`src/rtl/anim_pkg.sv`:
```
// Shared animation definitions: action codes, default frame counts, sprite geometry.
// Used by the character controller and by the sprite renderer.
package anim_pkg;

    typedef enum logic [7:0] {
        STAND  = 8'd0,
        ATTACK = 8'd1,
        MOVEL  = 8'd2,
        MOVER  = 8'd3,
        HURT   = 8'd4,
        DEFEND = 8'd5
    } anim_state_t;

    localparam int DEF_TICKS_PER_FRAME = 4;
    localparam int DEF_STAND_FRAMES    = 8;
    localparam int DEF_ATTACK_FRAMES   = 9;
    localparam int DEF_FORWARD_FRAMES  = 5;
    localparam int DEF_BACKWARD_FRAMES = 5;
    localparam int DEF_HURT_FRAMES     = 4;
    localparam int DEF_DEFEND_FRAMES   = 1;

    localparam int SPRITE_W = 64;
    localparam int SPRITE_H = 96;

endpackage

```
`src/rtl/character_anim_ctrl_if.sv`:
```
// Request/animation bundle between game logic (master) and the animation controller (slave).
interface character_anim_ctrl_if;
    import anim_pkg::*;

    logic        frame_clk;
    logic        key_l;
    logic        key_r;
    logic        key_attack;
    logic        key_defend;
    logic        hit;
    anim_state_t character1_state;
    logic [7:0]  frame_num;
    logic        move_l;
    logic        move_r;
    logic        anim_done;

    modport master (
        output frame_clk, key_l, key_r, key_attack, key_defend, hit,
        input  character1_state, frame_num, move_l, move_r, anim_done
    );

    modport slave (
        input  frame_clk, key_l, key_r, key_attack, key_defend, hit,
        output character1_state, frame_num, move_l, move_r, anim_done
    );
endinterface

```
`src/rtl/character_anim_ctrl_frame_tick_div.sv`:
```
// Rising-edge detect on frame_clk plus a TICKS_PER_FRAME divider; adv marks the tick that
// ends a frame period, clr restarts the period when the owning FSM changes action.
module frame_tick_div #(
    parameter int TICKS_PER_FRAME = 4
) (
    input  logic clk,
    input  logic rst,
    input  logic frame_clk,
    input  logic clr,
    output logic tick,
    output logic adv
);
    logic       frame_clk_q, frame_clk_d;
    logic [7:0] tick_cnt_q, tick_cnt_d;

    assign tick = frame_clk & ~frame_clk_q;
    assign adv  = tick && (tick_cnt_q == 8'(TICKS_PER_FRAME - 1));

    always_comb begin
        frame_clk_d = frame_clk;
        tick_cnt_d  = tick_cnt_q;
        if (tick) begin
            if (clr || adv) tick_cnt_d = 8'd0;
            else            tick_cnt_d = tick_cnt_q + 8'd1;
        end
    end

    always_ff @(posedge clk) begin
        if (rst) begin
            frame_clk_q <= 1'b0;
            tick_cnt_q  <= 8'd0;
        end else begin
            frame_clk_q <= frame_clk_d;
            tick_cnt_q  <= tick_cnt_d;
        end
    end
endmodule

```
`src/rtl/character_anim_ctrl.sv`:
```
// Character animation sequencer: latches requests, picks the action on each frame tick and
// steps the frame index. HURT state and the hit input exist only when ANIM_HURT_EN is defined.
module character_anim_ctrl
    import anim_pkg::*;
#(
    parameter int TICKS_PER_FRAME = DEF_TICKS_PER_FRAME,
    parameter int STAND_FRAMES    = DEF_STAND_FRAMES,
    parameter int ATTACK_FRAMES   = DEF_ATTACK_FRAMES,
    parameter int FORWARD_FRAMES  = DEF_FORWARD_FRAMES,
    parameter int BACKWARD_FRAMES = DEF_BACKWARD_FRAMES,
    parameter int HURT_FRAMES     = DEF_HURT_FRAMES,
    parameter int DEFEND_FRAMES   = DEF_DEFEND_FRAMES
) (
    input  logic                  Clk,
    input  logic                  Reset,
    character_anim_ctrl_if.slave  bus
);
    logic tick, adv, clr;

    frame_tick_div #(.TICKS_PER_FRAME(TICKS_PER_FRAME)) u_tick_div (
        .clk       (Clk),
        .rst       (Reset),
        .frame_clk (bus.frame_clk),
        .clr       (clr),
        .tick      (tick),
        .adv       (adv)
    );

    anim_state_t state_q, state_d, decide;
    logic [7:0]  frame_q, frame_d;
    logic        move_l_q, move_l_d, move_r_q, move_r_d, done_q, done_d;
    logic        atk_pend_q, atk_pend_d, atk_req, one_shot;

    function automatic logic [7:0] last_frame_of(anim_state_t s);
        case (s)
            ATTACK:  return 8'(ATTACK_FRAMES - 1);
            MOVEL:   return 8'(BACKWARD_FRAMES - 1);
            MOVER:   return 8'(FORWARD_FRAMES - 1);
            HURT:    return 8'(HURT_FRAMES - 1);
            DEFEND:  return 8'(DEFEND_FRAMES - 1);
            default: return 8'(STAND_FRAMES - 1);
        endcase
    endfunction

`ifdef ANIM_HURT_EN
    logic hit_pend_q, hit_pend_d, hit_req;
    assign hit_req = hit_pend_q | bus.hit;
`else
    logic unused_hit;
    assign unused_hit = bus.hit;
`endif

    // Same-cycle requests bypass the pending flop so a tick in that cycle sees them.
    assign atk_req  = atk_pend_q | bus.key_attack;
    assign one_shot = (state_q == ATTACK) || (state_q == HURT);

    always_comb begin
        decide     = state_q;
        state_d    = state_q;
        frame_d    = frame_q;
        atk_pend_d = atk_req;
`ifdef ANIM_HURT_EN
        hit_pend_d = hit_req;
`endif
        move_l_d   = 1'b0;
        move_r_d   = 1'b0;
        done_d     = 1'b0;
        clr        = 1'b0;
        if (tick) begin
`ifdef ANIM_HURT_EN
            // Any hit is either taken here or discarded because we are already hurt.
            hit_pend_d = 1'b0;
            if (hit_req && state_q != HURT) decide = HURT;
            else
`endif
            if (one_shot)                    atk_pend_d = 1'b0;
            else if (atk_req) begin
                decide     = ATTACK;
                atk_pend_d = 1'b0;
            end
            else if (bus.key_defend)         decide = DEFEND;
            else if (bus.key_l ^ bus.key_r)  decide = bus.key_l ? MOVEL : MOVER;
            else                             decide = STAND;

            if (decide != state_q) begin
                state_d = decide;
                frame_d = 8'd0;
                clr     = 1'b1;
            end else if (adv) begin
                if (frame_q == last_frame_of(state_q)) begin
                    frame_d = 8'd0;
                    if (one_shot) begin
                        state_d = STAND;
                        done_d  = 1'b1;
                    end
                end else begin
                    frame_d = frame_q + 8'd1;
                end
            end
            move_l_d = (decide == MOVEL);
            move_r_d = (decide == MOVER);
        end
    end

    always_ff @(posedge Clk) begin
        if (Reset) begin
            state_q    <= STAND;
            frame_q    <= 8'd0;
            move_l_q   <= 1'b0;
            move_r_q   <= 1'b0;
            done_q     <= 1'b0;
            atk_pend_q <= 1'b0;
`ifdef ANIM_HURT_EN
            hit_pend_q <= 1'b0;
`endif
        end else begin
            state_q    <= state_d;
            frame_q    <= frame_d;
            move_l_q   <= move_l_d;
            move_r_q   <= move_r_d;
            done_q     <= done_d;
            atk_pend_q <= atk_pend_d;
`ifdef ANIM_HURT_EN
            hit_pend_q <= hit_pend_d;
`endif
        end
    end

    assign bus.character1_state = state_q;
    assign bus.frame_num        = frame_q;
    assign bus.move_l           = move_l_q;
    assign bus.move_r           = move_r_q;
    assign bus.anim_done        = done_q;
endmodule

```
`src/flat_wrapper.sv`:
```
// flat-port wrapper written by rule: the top's interface ports become plain ports
module character_anim_ctrl_flat import anim_pkg::*;
#(
    parameter int TICKS_PER_FRAME = DEF_TICKS_PER_FRAME,
    parameter int STAND_FRAMES    = DEF_STAND_FRAMES,
    parameter int ATTACK_FRAMES   = DEF_ATTACK_FRAMES,
    parameter int FORWARD_FRAMES  = DEF_FORWARD_FRAMES,
    parameter int BACKWARD_FRAMES = DEF_BACKWARD_FRAMES,
    parameter int HURT_FRAMES     = DEF_HURT_FRAMES,
    parameter int DEFEND_FRAMES   = DEF_DEFEND_FRAMES
)
  (Clk, Reset, bus_frame_clk, bus_key_l, bus_key_r, bus_key_attack, bus_key_defend, bus_hit, bus_character1_state, bus_frame_num, bus_move_l, bus_move_r, bus_anim_done);
  character_anim_ctrl_if bus_i ();
  input  logic Clk;
  input  logic Reset;
  input wire logic [$bits(bus_i.frame_clk)-1:0] bus_frame_clk;
  input wire logic [$bits(bus_i.key_l)-1:0] bus_key_l;
  input wire logic [$bits(bus_i.key_r)-1:0] bus_key_r;
  input wire logic [$bits(bus_i.key_attack)-1:0] bus_key_attack;
  input wire logic [$bits(bus_i.key_defend)-1:0] bus_key_defend;
  input wire logic [$bits(bus_i.hit)-1:0] bus_hit;
  output wire logic [$bits(bus_i.character1_state)-1:0] bus_character1_state;
  output wire logic [$bits(bus_i.frame_num)-1:0] bus_frame_num;
  output wire logic [$bits(bus_i.move_l)-1:0] bus_move_l;
  output wire logic [$bits(bus_i.move_r)-1:0] bus_move_r;
  output wire logic [$bits(bus_i.anim_done)-1:0] bus_anim_done;
  assign bus_i.frame_clk = bus_frame_clk;
  assign bus_i.key_l = bus_key_l;
  assign bus_i.key_r = bus_key_r;
  assign bus_i.key_attack = bus_key_attack;
  assign bus_i.key_defend = bus_key_defend;
  assign bus_i.hit = bus_hit;
  assign bus_character1_state = bus_i.character1_state;
  assign bus_frame_num = bus_i.frame_num;
  assign bus_move_l = bus_i.move_l;
  assign bus_move_r = bus_i.move_r;
  assign bus_anim_done = bus_i.anim_done;
  character_anim_ctrl #(.TICKS_PER_FRAME(TICKS_PER_FRAME), .STAND_FRAMES(STAND_FRAMES), .ATTACK_FRAMES(ATTACK_FRAMES), .FORWARD_FRAMES(FORWARD_FRAMES), .BACKWARD_FRAMES(BACKWARD_FRAMES), .HURT_FRAMES(HURT_FRAMES), .DEFEND_FRAMES(DEFEND_FRAMES)) u_core (.Clk(Clk), .Reset(Reset), .bus(bus_i));
endmodule
```
`config.mk`:
```
export PLATFORM = sky130hd
export DESIGN_NAME = character_anim_ctrl_flat
export DESIGN_NICKNAME = d
export VERILOG_FILES = /design/src/rtl/anim_pkg.sv /design/src/rtl/character_anim_ctrl_if.sv /design/src/rtl/character_anim_ctrl_frame_tick_div.sv /design/src/rtl/character_anim_ctrl.sv /design/src/flat_wrapper.sv
export SDC_FILE = /design/constraint.sdc
export NUM_CORES = 1
export LEC_CHECK = 0
export BUFFER_PORTS_ARGS = -buffer_cell sky130_fd_sc_hd__buf_4
export CAP_MARGIN = 20
export CORE_ASPECT_RATIO = 2
export CORE_MARGIN = 2
export CORE_UTILIZATION = 55
export CTS_CLUSTER_SIZE = 30
export DETAILED_ROUTE_END_ITERATION = 8
export PLACE_DENSITY_LB_ADDON = 0.08
export SYNTH_ARGS = -nofsm -noshare
export SYNTH_HDL_FRONTEND = slang
export SYNTH_HIERARCHICAL = 1
export SYNTH_SLANG_ARGS = --single-unit
export TNS_END_PERCENT = 30
```
`constraint.sdc`:
```
create_clock -name Clk -period 2.9 [get_ports Clk]
set_input_delay 0.145 -clock Clk [delete_from_list [all_inputs] [get_ports Clk]]
set_output_delay 0.145 -clock Clk [all_outputs]
set_load 0.02 [all_outputs]
```
==> qor.txt, run 1 <==
Critical Path RT = 3060 ps
setup bufs post-CTS = 0
DRT Pass-1 Iters = 4
Yosys reg bits = 29
R2R Path Start = u_core/u_tick_div/tick_cnt_q[2]
Clk Latency, worst-skew pair = 280 ps
Tot GR Track Use = 25.1%
DR WL/cell = 15.4 µm
vias = 1,407
First DRT Iteration DRCs = 65
area leader, netlist = dfxtp_1
area of the mapped netlist = 1540 µm²
min Tclk post-route = 2410 ps
Ports = 27
effective utilization at floorplan = 56.9%
Max-cap violations = 0
Final #Nets = 212
Seq/Total Area, Yosys = 37.8%
post-route ant nets = 0
Worst Max-Slew Pin Slew = 415 ps
Compound-Gate Fraction of Synth Area = 16.4%
syn nets = 182
Rows = 27
Avg Cell Area, Syn = 8.99 µm²
Post-Synth Adder-Cell Area = 2.44%
CTS buffer count = 5
Startpoint Class = register
Max clock buf depth = 2
count of different cell masters after synthesis = 48
post-layout instance area = 1840 µm²
leakage power = 0.739 nW
most common cell after layout, fill and taps aside = dfxtp_1
drc violations = 0
Post-Synth XOR/XNOR Area = 4.56%
critical path type = reg2reg
post-synth top area share = 37.8%
Setup violations, final = 0
YS warnings = 6
first-pass GRT wire length = 5.64 mm
Hold EP = u_core/bus.character1_state[0]
Die ar. = 3260 µm²
I/O Buffers = 25
HP Class = in2reg
final worst-path cycle share = 83.2%
Pwr Density = 474 nW/µm²
most frequent cells in the layout = 29 x dfxtp_1, 25 x buf_4, 17 x nor2_1
share of layout cells above drive strength 1 = 22.9%
Post-synth ARST share = 0%
antenna diode count = 0
outcome = complete, no violations
hpwl dp = 2.69 mm
Synth Instances = 171
Post-CTS Hold Buffers = 0
die extent in x = 41.4 µm
clock sink total = 29
reg2reg end = u_core/bus.character1_state[2]
worst min-delay path startpoint = Reset
area grow syn2layout = 19.7%
clock tree root buffer cell = clkbuf_8
cell area after placement = 1750 µm²
R2R cell count = 6
post-synthesis simple-gate area fraction = 33.9%
setup TNS = 0 ps
Core ar. = 2700 µm²
r2r setup slk = 490 ps
VDD IR-drop max = 0.366 mV
Peak Freq = 414 MHz
pin count of the biggest net entering global routing = 14
clock slew at reported path FFs = 60 ps
mux cell area share after synthesis = 1.95%
Post-Route WL = 3.54 mm
vias per std cell = 6.12
TritonCTS clock tree = done
largest family of logic cells by synthesized area = simple AND/OR/NAND/NOR gates
WHS Path Cells = 2
vias in the first global route = 1,298
Post-synth EDFFs = 0
unrepaired setup endpoints after global routing = no
Clock Skews = 7.36 ps
die height = 78.8 µm
Placer Congestion = 0.885
Max FO, Critical Path = 6
Worst EP arrival = 2580 ps
endpoints failing hold = 0
worst rel slew slack = 72.1%
Setup crit end kind = register
Main synth FF type = dfxtp_1
initial antenna violation count = 0
gr ovfl total = 0
Post-CTS Resized = 0
CTS H-tree lvls = 2
Max Slew Vio Count = 0
synth top area cells = dfxtp_1 38%, nor2_1 4.1%, xor2_1 4.0%
critical path, cell delays in order (launching register included):
cell and delay (ps):
dfxtp_1 350, or4_4 580, nor3_1 340, nand3_1 200, or3_4 380, o21a_4 230, a32o_1 200
per-stage QoR:
stage                     total power, mW  hold WS (ps)  setup WS, ps  instances  util (%)
after floorplan                     0.511           214           725        171         -
after global placement              0.544           392           544        223      64.9
after detailed placement            0.548           396           531        223      64.9
after CTS                           0.877          97.0           525        230      68.1
after global routing                0.906           115           399        230      68.1
final                               0.872           105           487        230      68.1
Yosys cell counts, types with 2 or more instances:
library cell,instances
nand2_1,8
and2_1,8
or4_1,4
and3_1,3
nand2b_1,2
o31ai_1,2
clkbuf_1,2
or4_4,2
o21ai_1,3
o22ai_1,2
nor2_1,17
xor2_1,7
dfxtp_1,29
o21ai_0,4
nand4_1,4
nor2b_1,2
mux2i_1,3
or3_1,4
nor4_1,3
inv_1,10
nor3_1,5
nand3_1,11
a21oi_1,9
ha_1,3
how the worst max path moves through the flow:
stage                                               start  slack (ps)                         endpoint  cells after the start
after floorplan            u_core/bus.character1_state[5]         720   u_core/bus.character1_state[2]                      6
final                     u_core/u_tick_div/tick_cnt_q[2]         490   u_core/bus.character1_state[2]                      6
after global routing       u_core/bus.character1_state[5]         400          u_core/bus.frame_num[2]                      6
after detailed placement                        bus_key_l         530  u_core/u_tick_div/tick_cnt_q[0]                      8
after global placement    u_core/u_tick_div/tick_cnt_q[2]         540   u_core/bus.character1_state[2]                      6
after CTS                 u_core/u_tick_div/tick_cnt_q[2]         520   u_core/bus.character1_state[2]                      6
per-layer routing:
layer	global-route usage, %	part of all wire [%]	up-vias
met4	11.9	3.6	0
li1	-	-	683
met1	24.5	35	669
met5	0	0	-
met3	5.87	4.8	11
met2	44.4	57	44
final cells by class:
| cell class | count | area, µm² |
|---|---|---|
| multi-input combinational | 130 | 912 |
| inverter | 10 | 37.5 |
| clock buffer | 7 | 86.3 |
| tap | 29 | 36.3 |
| timing repair buffer | 25 | 188 |
| fill | 225 | 862 |
| sequential | 29 | 581 |
cells by family (layout without fill, tap and decap cells):
kind of cell / Yosys count / count (layout)
buffers and inverters: 12 / 42
multiplexers: 3 / 3
flip-flops: 29 / 29
AND/OR/NAND/NOR: 85 / 85
XOR/XNOR: 8 / 8
AO/OA/AOI/OAI: 31 / 31
adder cells (fa/ha/maj): 3 / 3
flip-flops by register name, indices dropped and copies added (netlist names):
register / count
u_core/atk_pend_q: 1
u_core/bus.anim_done: 1
u_core/bus.character1_state: 8
u_core/bus.frame_num: 8
u_core/bus.move_l: 1
u_core/bus.move_r: 1
u_core/u_tick_div/frame_clk_q: 1
u_core/u_tick_div/tick_cnt_q: 8
power breakdown:
group | switching (mW) | internal (mW)
combinational | 0.0697 | 0.0489
sequential | 0.0159 | 0.407
clock | 0.142 | 0.188
total | 0.228 | 0.644
(Power assumes the default switching activity.)
==> inputs of run 2 (changes only) <==
==> constraint.sdc (replaced) <==
create_clock -name Clk -period 2.5 [get_ports Clk]
set_input_delay 0.125 -clock Clk [delete_from_list [all_inputs] [get_ports Clk]]
set_output_delay 0.125 -clock Clk [all_outputs]
set_load 0.02 [all_outputs]
==> run 2 against run 1 <==
Utilization up 0.83 points. Flip-flop and latch count unchanged. Global-route usage up 1.2 points. Hold slack worse by 5.7 ps. Setup slack worse by 260 ps. Largest cell class unchanged. Clock power up 13%. Sequential power up 16%. Design area up 1.2%. Wire length up 2.4%. Register-to-register slack worse by 260 ps. Total power up 15%. Clock skew down 1.8 ps.
==> qor.txt, run 2 (synthesis results as in run 1) <==
Tot GR Track Use = 26.2% (was 25.1%)
delay-heaviest family, CP = simple AND/OR/NAND/NOR gates (unchanged)
Startpoint Class = register (unchanged)
effective utilization at floorplan = 56.9% (unchanged)
Placer Congestion = 0.891 (was 0.885)
Critical Path Max Stage Delay = 590 ps (was 580 ps)
P_sw = 0.257 mW (was 0.228 mW)
leakage power = 0.754 nW (was 0.739 nW)
clock share of power = 37.2% (was 37.8%)
I/O Buffers = 25 (unchanged)
sw frac = 25.5% (was 26.1%)
min Tclk post-route = 2270 ps (was 2410 ps)
vias per std cell = 6.06 (was 6.12)
Setup violations, final = 0 (unchanged)
Max-cap violations = 0 (unchanged)
share of layout cells above drive strength 1 = 24.0% (was 22.9%)
Worst EP arrival = 2430 ps (was 2580 ps)
Setup crit end kind = register (unchanged)
area grow syn2layout = 21.2% (was 19.7%)
Clock Skews = 5.51 ps (was 7.36 ps)
hpwl dp = 2.77 mm (was 2.69 mm)
CP max-delay cell = or4_4 (unchanged)
worst rel slew slack = 72.0% (was 72.1%)
post-layout instance area = 1860 µm² (was 1840 µm²)
clock sink total = 29 (unchanged)
WL met3 = 149 µm (was 170 µm)
DR WL/cell = 15.6 µm (was 15.4 µm)
Post-CTS Resized = 0 (unchanged)
VDD IR-drop max = 0.379 mV (was 0.366 mV)
die extent in x = 41.4 µm (unchanged)
Max clock buf depth = 2 (unchanged)
gr ovfl total = 0 (unchanged)
endpoints failing hold = 0 (unchanged)
First DRT Iteration DRCs = 46 (was 65)
top sig layer = met4 (unchanged)
CTS buffer count = 5 (unchanged)
setup TNS = 0 ps (unchanged)
Worst Max-Slew Pin Slew = 419 ps (was 415 ps)
Clk Latency, worst-skew pair = 270 ps (was 280 ps)
most frequent cells in the layout = 29 x dfxtp_1, 28 x buf_4, 17 x nor2_1 (was 29 x dfxtp_1, 25 x buf_4, 17 x nor2_1)
Ports = 27 (unchanged)
Core ar. = 2700 µm² (unchanged)
clock tree root buffer cell = clkbuf_8 (unchanged)
clock slew at reported path FFs = 60 ps (about the same)
Post-Route WL = 3.62 mm (was 3.54 mm)
outcome = complete, no violations (unchanged)
most common cell after layout, fill and taps aside = dfxtp_1 (unchanged)
Flop pwr share = 48.8% (was 48.6%)
DRT Pass-1 Iters = 4 (unchanged)
first-pass GRT wire length = 6.02 mm (was 5.64 mm)
Die ar. = 3260 µm² (unchanged)
Max Slew Vio Count = 0 (unchanged)
final worst-path cycle share = 90.8% (was 83.2%)
DR WL met2 = 2.02 mm (was 2.00 mm)
Final #Nets = 215 (was 212)
Internal = 0.749 mW (was 0.644 mW)
antenna diode count = 0 (unchanged)
TritonCTS clock tree = done (unchanged)
Critical Path, Cell by Cell = or4_4 -> nor3_4 -> nand2_1 -> or3_4 -> o21a_4 -> a32o_1 (was or4_4 -> nor3_1 -> nand3_1 -> or3_4 -> o21a_4 -> a32o_1)
Buf/Inv on CP = 0 (unchanged)
vias in the first global route = 1,386 (was 1,298)
Max FO, Critical Path = 6 (unchanged)
WL met1 = 1.34 mm (was 1.24 mm)
HP Class = in2reg (unchanged)
critical path type = reg2reg (unchanged)
post-route ant nets = 0 (unchanged)
die height = 78.8 µm (unchanged)
Pwr Density = 540 nW/µm² (was 474 nW/µm²)
CTS H-tree lvls = 2 (unchanged)
pin count of the biggest net entering global routing = 14 (unchanged)
Critical Path RT = 2660 ps (was 3060 ps)
unrepaired setup endpoints after global routing = no (unchanged)
initial antenna violation count = 0 (unchanged)
drc violations = 0 (unchanged)
vias = 1,411 (was 1,407)
Peak Freq = 440 MHz (was 414 MHz)
Rows = 27 (unchanged)
cell area after placement = 1780 µm² (was 1750 µm²)
Combinational Power Share = 14.1% (was 13.6%)
==> run 2: changes by cell type in the layout (fill, tap and decap cells not counted) <==
cell	before	now
buf_4	25	28
==> run 2: path summary, 6_finish.rpt <==
| path | startpoint | endpoint | slack [ps] | cells after the start |
|---|---|---|---|---|
| max | u_core/bus.character1_state[5] | u_core/bus.character1_state[2] | 230 | 6 |
| min | Reset | u_core/u_tick_div/frame_clk_q | 100 | 2 |
| max reg2reg | u_core/bus.character1_state[5] | u_core/bus.character1_state[2] | 230 | 6 |
| min reg2reg | u_core/bus.character1_state[5] | u_core/bus.character1_state[5] | 490 | 1 |
==> run 2: per-layer routing <==
metal,global-route usage (%),vias to the layer above
met5,0,-
met4,15.2,0
met3,5.87,10
met2,44.2,43
met1,26.9,666
li1,-,692
==> run 2: area by class of cell <==
| class | count | area [µm²] |
|---|---|---|
| Clock buffer | 7 | 86.3 |
| Fill cell | 234 | 840 |
| Inverter | 10 | 37.5 |
| Multi-Input combinational cell | 130 | 912 |
| Sequential cell | 29 | 581 |
| Tap cell | 29 | 36.3 |
| Timing Repair Buffer | 28 | 210 |
==> run 2: what timing repair did <==
action                     4_1_cts  5_1_grt
setup buffers                    0        0
setup endpoints to repair        0        1
hold buffers                     0        0
==> run 2: power by group through the flow <==
stage	sequential [mW]	clock, mW	combinational, mW
floorplan	0.498	0	0.0945
global placement	0.499	0	0.134
detailed placement	0.500	0	0.139
CTS	0.490	0.387	0.140
global route	0.493	0.399	0.154
finish	0.491	0.374	0.141
==> run 2: per-stage QoR <==
| stage | hold WS, ps | cells | power (mW) | utilization (%) | setup slack [ps] |
|---|---|---|---|---|---|
| 6_report | 99.2 | 233 | 1.01 | 68.9 | 229 |
| 5_1_grt | 98.3 | 233 | 1.05 | 68.9 | 50.9 |
| 4_1_cts | 89.5 | 233 | 1.02 | 68.9 | 162 |
| 3_5_place_dp | 378 | 226 | 0.639 | 65.7 | 190 |
| 3_3_place_gp | 375 | 226 | 0.633 | 65.7 | 224 |
| 2_1_floorplan | 194 | 171 | 0.593 | - | 325 |
==> inputs of run 3 (changes only) <==
--- a/config.mk
+++ b/config.mk
@@ -9,7 +9,7 @@
 export CAP_MARGIN = 20
 export CORE_ASPECT_RATIO = 2
 export CORE_MARGIN = 2
-export CORE_UTILIZATION = 55
+export CORE_UTILIZATION = 42
 export CTS_CLUSTER_SIZE = 30
 export DETAILED_ROUTE_END_ITERATION = 8
 export PLACE_DENSITY_LB_ADDON = 0.08
==> run 3 against run 2 <==
Clock-buffer cell count is 1 lower. Maximum frequency is 2.8% lower. Total power is 1.4% lower. Die area is 29% higher. Clock skew is 3.7 ps lower. Wire length is 1.5% lower. Critical path depth stayed put. Clock power is 4% lower. First-iteration DRC count is 61% lower. Critical path type unchanged. Largest power group unchanged.
==> qor.txt, run 3 (synthesis results as in run 1) <==
Post-CTS Resized = 0 (unchanged)
initial antenna violation count = 0 (unchanged)
clock sink total = 29 (unchanged)
r2r setup slk = 160 ps (was 230 ps)
setup bufs post-CTS = 0 (unchanged)
Clk Latency, worst-skew pair = 270 ps (about the same)
First DRT Iteration DRCs = 18 (was 46)
setup TNS = 0 ps (unchanged)
die extent in x = 46.8 µm (was 41.4 µm)
share of layout cells above drive strength 1 = 24.4% (was 24.0%)
Critical Path Max Stage Delay = 610 ps (was 590 ps)
pin count of the biggest net entering global routing = 13 (was 14)
Post-CTS Hold Buffers = 0 (unchanged)
Placer Congestion = 0.806 (was 0.891)
CP startpoint = u_core/bus.character1_state[5] (unchanged)
CTS H-tree lvls = 2 (unchanged)
R2R cell count = 6 (unchanged)
Max FO, Critical Path = 8 (was 6)
Max Slew Vio Count = 0 (unchanged)
Startpoint Class = register (unchanged)
Clock Skews = 1.77 ps (was 5.51 ps)
Final #Nets = 215 (unchanged)
endpoints failing hold = 0 (unchanged)
effective utilization at floorplan = 43.1% (was 56.9%)
DR WL/cell = 14.0 µm (was 15.6 µm)
reg2reg end = u_core/bus.frame_num[4] (was u_core/bus.character1_state[2])
Worst EP arrival = 2490 ps (was 2430 ps)
I/O Buffers = 25 (unchanged)
Critical Path End = u_core/bus.frame_num[4] (was u_core/bus.character1_state[2])
most frequent cells in the layout = 29 x dfxtp_1, 28 x buf_4, 17 x nor2_1 (unchanged)
WP depth = 6 (unchanged)
min Tclk post-route = 2340 ps (was 2270 ps)
delay-heaviest family, CP = simple AND/OR/NAND/NOR gates (unchanged)
leakage power = 0.755 nW (was 0.754 nW)
drc violations = 0 (unchanged)
VDD IR-drop max = 0.390 mV (was 0.379 mV)
Worst Max-Slew Pin Slew = 411 ps (was 419 ps)
outcome = complete, no violations (unchanged)
Critical Path RT = 2650 ps (was 2660 ps)
Buf/Inv on CP = 0 (unchanged)
vias in the first global route = 1,399 (was 1,386)
post-layout instance area = 1880 µm² (was 1860 µm²)
Pwr Density = 526 nW/µm² (was 540 nW/µm²)
Critical Path, Cell by Cell = or4_4 -> nor3_4 -> a41oi_1 -> o22a_1 -> o31ai_4 -> nor2_1 (was or4_4 -> nor3_4 -> nand2_1 -> or3_4 -> o21a_4 -> a32o_1)
Ports = 27 (unchanged)
cell area after placement = 1800 µm² (was 1780 µm²)
Max clock buf depth = 2 (unchanged)
Rows = 31 (was 27)
clock slew at reported path FFs = 60 ps (about the same)
Setup violations, final = 0 (unchanged)
Placed Instances = 246 (was 226)
area grow syn2layout = 22.5% (was 21.2%)
HP Class = in2reg (unchanged)
vias = 1,388 (was 1,411)
unrepaired setup endpoints after global routing = no (unchanged)
Tot GR Track Use = 19.7% (was 26.2%)
clock tree root buffer cell = clkbuf_8 (unchanged)
DRT Pass-1 Iters = 4 (unchanged)
gr ovfl total = 0 (unchanged)
Setup crit end kind = register (unchanged)
most common cell after layout, fill and taps aside = dfxtp_1 (unchanged)
CTS buffer count = 5 (unchanged)
CP max-delay cell = or4_4 (unchanged)
Peak Freq = 428 MHz (was 440 MHz)
hold_ws = 94.3 ps (was 99.2 ps)
final worst-path cycle share = 93.5% (was 90.8%)
Post-Layout Cell Count = 254 (was 233)
Die ar. = 4190 µm² (was 3260 µm²)
die height = 89.6 µm (was 78.8 µm)
TritonCTS clock tree = done (unchanged)
worst rel slew slack = 71.8% (was 72.0%)
Post-Route WL = 3.57 mm (was 3.62 mm)
Power Total = 0.992 mW (was 1.01 mW)
vias per std cell = 5.46 (was 6.06)
first-pass GRT wire length = 5.91 mm (was 6.02 mm)
antenna diode count = 0 (unchanged)
R2R Path Start = u_core/bus.character1_state[5] (unchanged)
hpwl dp = 2.92 mm (was 2.77 mm)
critical path type = reg2reg (unchanged)
Max-cap violations = 0 (unchanged)
Core ar. = 3570 µm² (was 2700 µm²)
post-route ant nets = 0 (unchanged)
-- run 3: report_power, final --
part | internal, mW | switching (mW)
clock | 0.192 | 0.167
combinational | 0.0615 | 0.0827
sequential | 0.472 | 0.0158
-- run 3: cell type report --
cell class                      count  area [µm²]
Tap cell                           49        61.3
Inverter                           10        37.5
Multi-Input combinational cell    130         912
Timing Repair Buffer               28         210
Fill cell                         393        1680
Sequential cell                    29         581
Clock buffer                        6        72.6
Clock inverter                      2        10.0
-- run 3: worst min-delay path by stage --
stage / startpoint / endpoint / slack (ps) / depth (start not counted)
2_1_floorplan: Reset / u_core/bus.character1_state[0] / 190 / 1
4_1_cts: Reset / u_core/bus.character1_state[0] / 90 / 2
6_report: Reset / u_core/bus.character1_state[0] / 90 / 2
5_1_grt: Reset / u_core/u_tick_div/frame_clk_q / 100 / 2
3_5_place_dp: Reset / u_core/bus.character1_state[0] / 380 / 2
3_3_place_gp: Reset / u_core/bus.character1_state[0] / 380 / 2
-- run 3: layer usage --
metal,vias to the layer above,track usage (%),wire length [µm],part of all wire [%]
met1,661,17.4,1210,34
li1,691,-,-,-
met2,26,38.2,2140,60
met3,10,3.60,105,2.9
met4,0,10.9,110,3.1
met5,-,0,0,0
-- run 3: metrics by stage --
step                      setup WS [ps]  utilization [%]
after floorplan                     325                -
after CTS                           138             52.8
after global routing               5.90             52.8
final                               163             52.8
after global placement              168             50.5
after detailed placement            149             50.5
